## src/rtl/rf_wb_arbiter.sv

```systemverilog
// rf_wb_arbiter: round-robin write-back arbiter for the register-file write port.
// Define RF_WB_SCOREBOARD_EN to build the long-latency busy scoreboard and hazard output.
module rf_wb_arbiter #(
  parameter int DATA_W = 32,
  parameter int ADDR_W = 5
) (
  input  logic              clk,
  input  logic              rst,
  input  logic              a_valid,
  output logic              a_ready,
  input  logic [ADDR_W-1:0] a_wadd,
  input  logic [DATA_W-1:0] a_wdata,
  input  logic              b_valid,
  output logic              b_ready,
  input  logic [ADDR_W-1:0] b_wadd,
  input  logic [DATA_W-1:0] b_wdata,
  input  logic              sb_set,
  input  logic [ADDR_W-1:0] sb_wadd,
  input  logic [ADDR_W-1:0] radd1,
  input  logic [ADDR_W-1:0] radd2,
  output logic              hazard,
  output logic              rfwrite,
  output logic [ADDR_W-1:0] wadd,
  output logic [DATA_W-1:0] wdata
);

  localparam int NREG = 2 ** ADDR_W;
  localparam logic [ADDR_W-1:0] ADDR_ZERO = {ADDR_W{1'b0}};
  localparam logic [DATA_W-1:0] DATA_ZERO = {DATA_W{1'b0}};

  logic last_b_r;
  logic grant_a_s;
  logic grant_b_s;

  // Grant selection: a lone requester wins; a tie goes to whoever did not win last.
  always_comb begin
    grant_a_s = 1'b0;
    grant_b_s = 1'b0;
    if (a_valid && b_valid) begin
      if (last_b_r) begin
        grant_a_s = 1'b1;
      end else begin
        grant_b_s = 1'b1;
      end
    end else begin
      grant_a_s = a_valid;
      grant_b_s = b_valid;
    end
  end

  assign a_ready = grant_a_s;
  assign b_ready = grant_b_s;

  // Write-port register and round-robin pointer; x0 writes are consumed without rfwrite.
  always_ff @(posedge clk) begin
    if (rst) begin
      last_b_r <= 1'b1;
      rfwrite  <= 1'b0;
      wadd     <= ADDR_ZERO;
      wdata    <= DATA_ZERO;
    end else if (grant_a_s) begin
      last_b_r <= 1'b0;
      rfwrite  <= (a_wadd != ADDR_ZERO);
      wadd     <= a_wadd;
      wdata    <= a_wdata;
    end else if (grant_b_s) begin
      last_b_r <= 1'b1;
      rfwrite  <= (b_wadd != ADDR_ZERO);
      wadd     <= b_wadd;
      wdata    <= b_wdata;
    end else begin
      last_b_r <= last_b_r;
      rfwrite  <= 1'b0;
      wadd     <= wadd;
      wdata    <= wdata;
    end
  end

`ifdef RF_WB_SCOREBOARD_EN
  logic [NREG-1:0] busy_r;
  logic [NREG-1:0] busy_nxt_s;
  logic [NREG-1:0] set_mask_s;
  logic [NREG-1:0] clr_mask_s;

  function automatic logic [NREG-1:0] onehot(input logic [ADDR_W-1:0] idx);
    logic [NREG-1:0] v;
    v      = {NREG{1'b0}};
    v[idx] = 1'b1;
    return v;
  endfunction

  // Next busy vector: clear applied before set so a same-cycle set wins; x0 never busy.
  always_comb begin
    set_mask_s    = sb_set    ? onehot(sb_wadd) : {NREG{1'b0}};
    clr_mask_s    = grant_b_s ? onehot(b_wadd)  : {NREG{1'b0}};
    busy_nxt_s    = (busy_r & ~clr_mask_s) | set_mask_s;
    busy_nxt_s[0] = 1'b0;
  end

  // Busy storage; no B clear is recorded while in reset.
  always_ff @(posedge clk) begin
    if (rst) begin
      busy_r <= {NREG{1'b0}};
    end else begin
      busy_r <= busy_nxt_s;
    end
  end

  assign hazard = ((radd1 != ADDR_ZERO) && busy_r[radd1]) ||
                  ((radd2 != ADDR_ZERO) && busy_r[radd2]);
`else
  logic unused_sb_s;
  assign unused_sb_s = ^{sb_set, sb_wadd, radd1, radd2};
  assign hazard      = 1'b0;
`endif

endmodule
```

## config.mk

```make
export PLATFORM = sky130hd
export DESIGN_NAME = rf_wb_arbiter
export DESIGN_NICKNAME = d
export VERILOG_FILES = /design/src/rtl/rf_wb_arbiter.sv
export SDC_FILE = /design/constraint.sdc
export NUM_CORES = 1
export LEC_CHECK = 0
export CORE_MARGIN = 2
export CORE_UTILIZATION = 39
export DETAILED_ROUTE_END_ITERATION = 12
export HOLD_SLACK_MARGIN = 0.1
export PLACE_DENSITY = 0.87
export SETUP_SLACK_MARGIN = 0.15
export SLEW_MARGIN = 20
export SYNTH_ARGS = -nofsm -noshare
export SYNTH_HDL_FRONTEND = slang
export SYNTH_SLANG_ARGS = --single-unit
```

## constraint.sdc

```tcl
create_clock -name clk -period 2.4 [get_ports clk]
set_input_delay 0.48 -clock clk [delete_from_list [all_inputs] [get_ports clk]]
set_output_delay 0.48 -clock clk [all_outputs]
set_load 0.005 [all_outputs]
```

Word-level counts from Yosys, hierarchy flattened
Index checks and enable logic that the tools add are counted.
{ "totals": {"regBits": 39, "input_bits": 94, "output_inout_bits": 41, "word_cells": 20} }
{ "classes": {"mux": 12, "n_reduce_logical": 4} }
{ "op_table": {"columns": ["operator", "n"], "rows": [
  ["$mux W32", 2],
  ["$mux W5", 2],
  ["$reduce_bool A5 Y1", 2],
  ["$mux W1", 8],
  ["$reduce_bool A2 Y1", 1],
  ["$logic_and A1 B1 Y1", 1]
]} }

Longest topological paths before layout
{ "logic_depth": {"ltp_word": 4, "depth_mapped": 5, "mapped_depth_nobuf": 3} }

Worst setup path before layout
OpenSTA, ideal clock, no wires.
{ "synth_path": {"kind": "input to output", "startpoint": "input b_valid", "endpoint": "output a_ready", "t_arrival_ns": 1.127, "t_required_ns": 1.920, "slack_ns": 0.793, "path_stages": 5, "n_path_buf": 2, "cell_sequence": "and2b_4 > nand2b_4 > buf_4 > buf_6 > inv_1"} }
{ "synth_via": {"elab_chain_len": 2} }
{ "synth_lines": {"columns": ["element", "line", "source"], "rows": [
  ["start: declaration", "13", "input logic b_valid,"],
  ["$logic_and A1 B1 Y1", "39", "if (a_valid && b_valid) begin"],
  ["$mux W1", "39", null],
  ["end: declaration", "10", "output logic a_ready,"]
]} }
Every way passes these cells.

Final worst setup path
{ "layout_path": {"startpoint": "input b_valid", "endpoint": "output b_ready"} }
{ "layout_via": {"elab_chain_len": 2} }
{ "layout_lines": {"columns": ["element", "line", "source"], "rows": [
  ["$logic_and A1 B1 Y1", "39", null],
  ["$mux W1 *", "39", null],
  ["end: declaration", "14", "output logic b_ready,"]
]} }
Mark *: on every way between the ends. The rest lies on a longest branch, timed or not.

==> summary.md <==
| Metric | Value |
|---|---|
| Outcome | finished, final reports clean |
| Drt first pass iters | 4 |
| Maximum vdd ir drop | 322 uV |
| Mux cell area share after synthesis | 0% |
| Psw | 0.438 mW |
| Leak pwr | 1.19 nW |
| Ys flop type | dfxtp_1 |
| Met3 Use GR | 5.09% |
| Synth-to-layout area growth | 62.2% |
| Max incr delay on CP | 530 ps |
| Share of power burned in registers | 44.7% |
| Worst r2r src | last_b_r$_SDFFE_PP1P_ |
| CP Capture Type | output port |
| M1 GR Usage | 24.9% |
| Core Util, Final | 64.9% |
| GRT Overall Usage | 21.5% |
| Die H | 76.2 um |
| Cell Chain, Critical Path | clkdlybuf4s50_1 -> a21boi_2 -> clkdlybuf4s50_1 |
| Largest net degree at the start of global routing | 39 |
| CTS buffer count | 5 |
| Initial antenna violation count | 0 |
| Setup TNS | 0 ps |
| Distinct cells, synth | 22 |
| Worst-Skew Late Latency | 280 ps |
| Post-synth EDFFs | 0 |
| Worst Skew | 4.01 ps |
| Fin Hold WS | 506 ps |
| Synthesis Warnings | 0 |
| Multi-input gate area | 1070 um^2 |
| Htree depth | 2 |
| Layout Cells excl Fill | 409 |
| Hold buffers post-CTS | 0 |
| RSZ-0062 raised after global routing | no |
| HP Class | register to register |
| Final hold violations | 0 |
| Most common cell in the netlist | nor2_1 |
| Switch share | 26.8% |
| Worst slack, placed | 115 ps |
| Routed WL per cell | 14.8 um |
| Peak Freq | 456 MHz |
| Sink Count | 39 |
| First-pass GRT wire length | 10200 um |
| GRT busiest layer | met2 |
| Vias in the first global route | 2187 |
| GR Layer Usage met2 | 39.2% |
| Clock power share | 25.9% |
| Pint | 1.20 mW |
| Max Cap Violations | 0 |
| CP Class | primary input to output port |
| FILL cells | 468 |
| Final slew viol count | 0 |
| Logic gate share of total power | 29.4% |
| Dominant cells by area after synthesis | dfxtp_1, a2111oi_2, nor2_1, nor3_1, a2111oi_0 |
| Synth Instances | 227 |
| Post-synthesis net count | 321 |
| IO Pins | 135 |
| Site row count | 26 |
| DR vias | 2174 |
| Post-synthesis average cell area | 8.95 um^2 |
| Minimum clock period | 2190 ps |
| FFs w/ async S/R, synth | 0% |
| Setup WS post-layout | 208 ps |
| Yosys reg bits | 39 |
| Global route overflow | 0 |
| Initial Util | 40.0% |
| Average vias per placed instance | 5.32 |
| Crit path max fanout | 3 |
| Postcts setup bufs | 0 |
| Iteration-0 DRC Markers | 59 |
| HPWL after DPL | 4280 um |
| Yosys top cell area share | 38.4% |
| Diode count | 0 |
| Synth Area in Compound Gates | 26.6% |
| Post-DRT Antenna Nets | 0 |
| Synth Area in Simple Gates | 25.9% |
| Port buffer count | 117 |
| CTS root buffer | clkbuf_8 |
| Synthesized area | 2030 um^2 |
| Die ar. | 5800 um^2 |
| CTS Buffer Depth | 2 |
| CP required | 1920 ps |
| Core Area | 5070 um^2 |
| Setup crit start | b_valid |
| Fraction of layout cells with a size suffix above 1 | 15.3% |
| Sequential element share of the synthesized area | 38.4% |
| Register area | 781 um^2 |
| Final period utilization | 91.3% |
| Top post-synthesis cells by count | nor2_1, dfxtp_1, nor3_1 |
| Die W | 76.2 um |
| Fin nets | 432 |
| CP Data Arrival Time | 1710 ps |
| Post-Synth Adder-Cell Area | 0% |
| CP most frequent cell | clkdlybuf4s50_1 |
| Max-slew headroom | 58.2% |
| Crit-path slowest cell | clkdlybuf4s50_1 |
| CTS tree | yes |
| Xor and xnor area share after synthesis | 0% |
| Final Wtd Congestion | 0.723 |
| Clock slew at reported path FFs | 70 ps |
| Dominant cell type by area after synthesis | dfxtp_1 |
| Main combinational cell family by area after synthesis | compound AO/OA/AOI/OAI gates |
| Drt total wl | 6060 um |
| Setup-failing EPs final | 0 |
| Slew @ Worst Pin | 626 ps |
| Hold Startpoint | wdata[27]$_SDFFE_PP0P_ |
| Cell total after placement | 401 |
| Power density cells | 496 nW/um^2 |
| CP Launch Type | primary input |
| Residual DRC | 0 |
## logic make-up (layout without fill, tap and decap cells)
| logic type | after synthesis | count (layout) |
|---|---|---|
| flops | 39 | 39 |
| simple gates | 119 | 119 |
| compound gates | 41 | 41 |
| buf+inv | 27 | 139 |
| other cells | 1 | 1 |
## layout by cell type (no fill, tap or decap), types with 2 or more instances in the layout
cell	Yosys	final
inv_1	3	3
buf_4	2	10
or4_1	2	2
dfxtp_1	39	39
a2111oi_0	7	7
nor2_1	75	75
clkbuf_8	0	5
clkbuf_1	4	2
a2111oi_2	30	30
clkdlybuf4s50_1	0	115
nor3_1	37	37
## routing by layer
metal | routed length [um] | vias to the layer above
met4 | 44 | 0
met3 | 406 | 4
met1 | 2500 | 1046
met5 | 0 | -
li1 | - | 1040
met2 | 3110 | 84
## registers in the layout, summed over array words and instances, names as in the netlist
name      flops
last_b_r      1
wdata        32
wadd          5
rfwrite       1
## power by group through the flow
stage	registers, mW	logic [mW]	clock network, mW
floorplan	0.750	0.208	0
global placement	0.743	0.476	0
detailed placement	0.745	0.484	0
CTS	0.731	0.486	0.441
global route	0.738	0.523	0.469
finish	0.731	0.481	0.423
## repair_timing
| action | in CTS | in global routing |
|---|---|---|
| gates resized for setup | 2 | 1 |
| cloned | 0 | 0 |
| setup endpoints to repair | 2 | 1 |
## stage by stage
step                      area, um^2  power (mW)
after detailed placement        3210        1.23
after floorplan                 2030       0.957
after CTS                       3290        1.66
after global routing            3290        1.73
final                           3290        1.63
after global placement          3210        1.22
## final timing paths
check / to / slack [ps] / depth (start not counted)
setup reg to reg: wdata[28]$_SDFFE_PP0P_ / 800 / 4
setup / recovery: b_ready / 210 / 3
hold / removal: wdata[27]$_SDFFE_PP0P_ / 510 / 2
hold reg to reg: wdata[27]$_SDFFE_PP0P_ / 510 / 2
## layout make-up
| cell class | instances | area share, % |
|---|---|---|
| clock buffers | 7 | 2.32 |
| clock inverters | 1 | 0.152 |
| inverters | 3 | 0.342 |
| multi-input cells | 161 | 32.6 |
| flip-flops and latches | 39 | 23.7 |
| well taps | 70 | 2.66 |
| repair buffers | 128 | 38.2 |
## critical path, delay by kind of cell
kind,cells,cell delay (ps)
AO/OA/AOI/OAI,1,190
buffers and inverters,2,1040
Power figures use the tool's default switching activity.
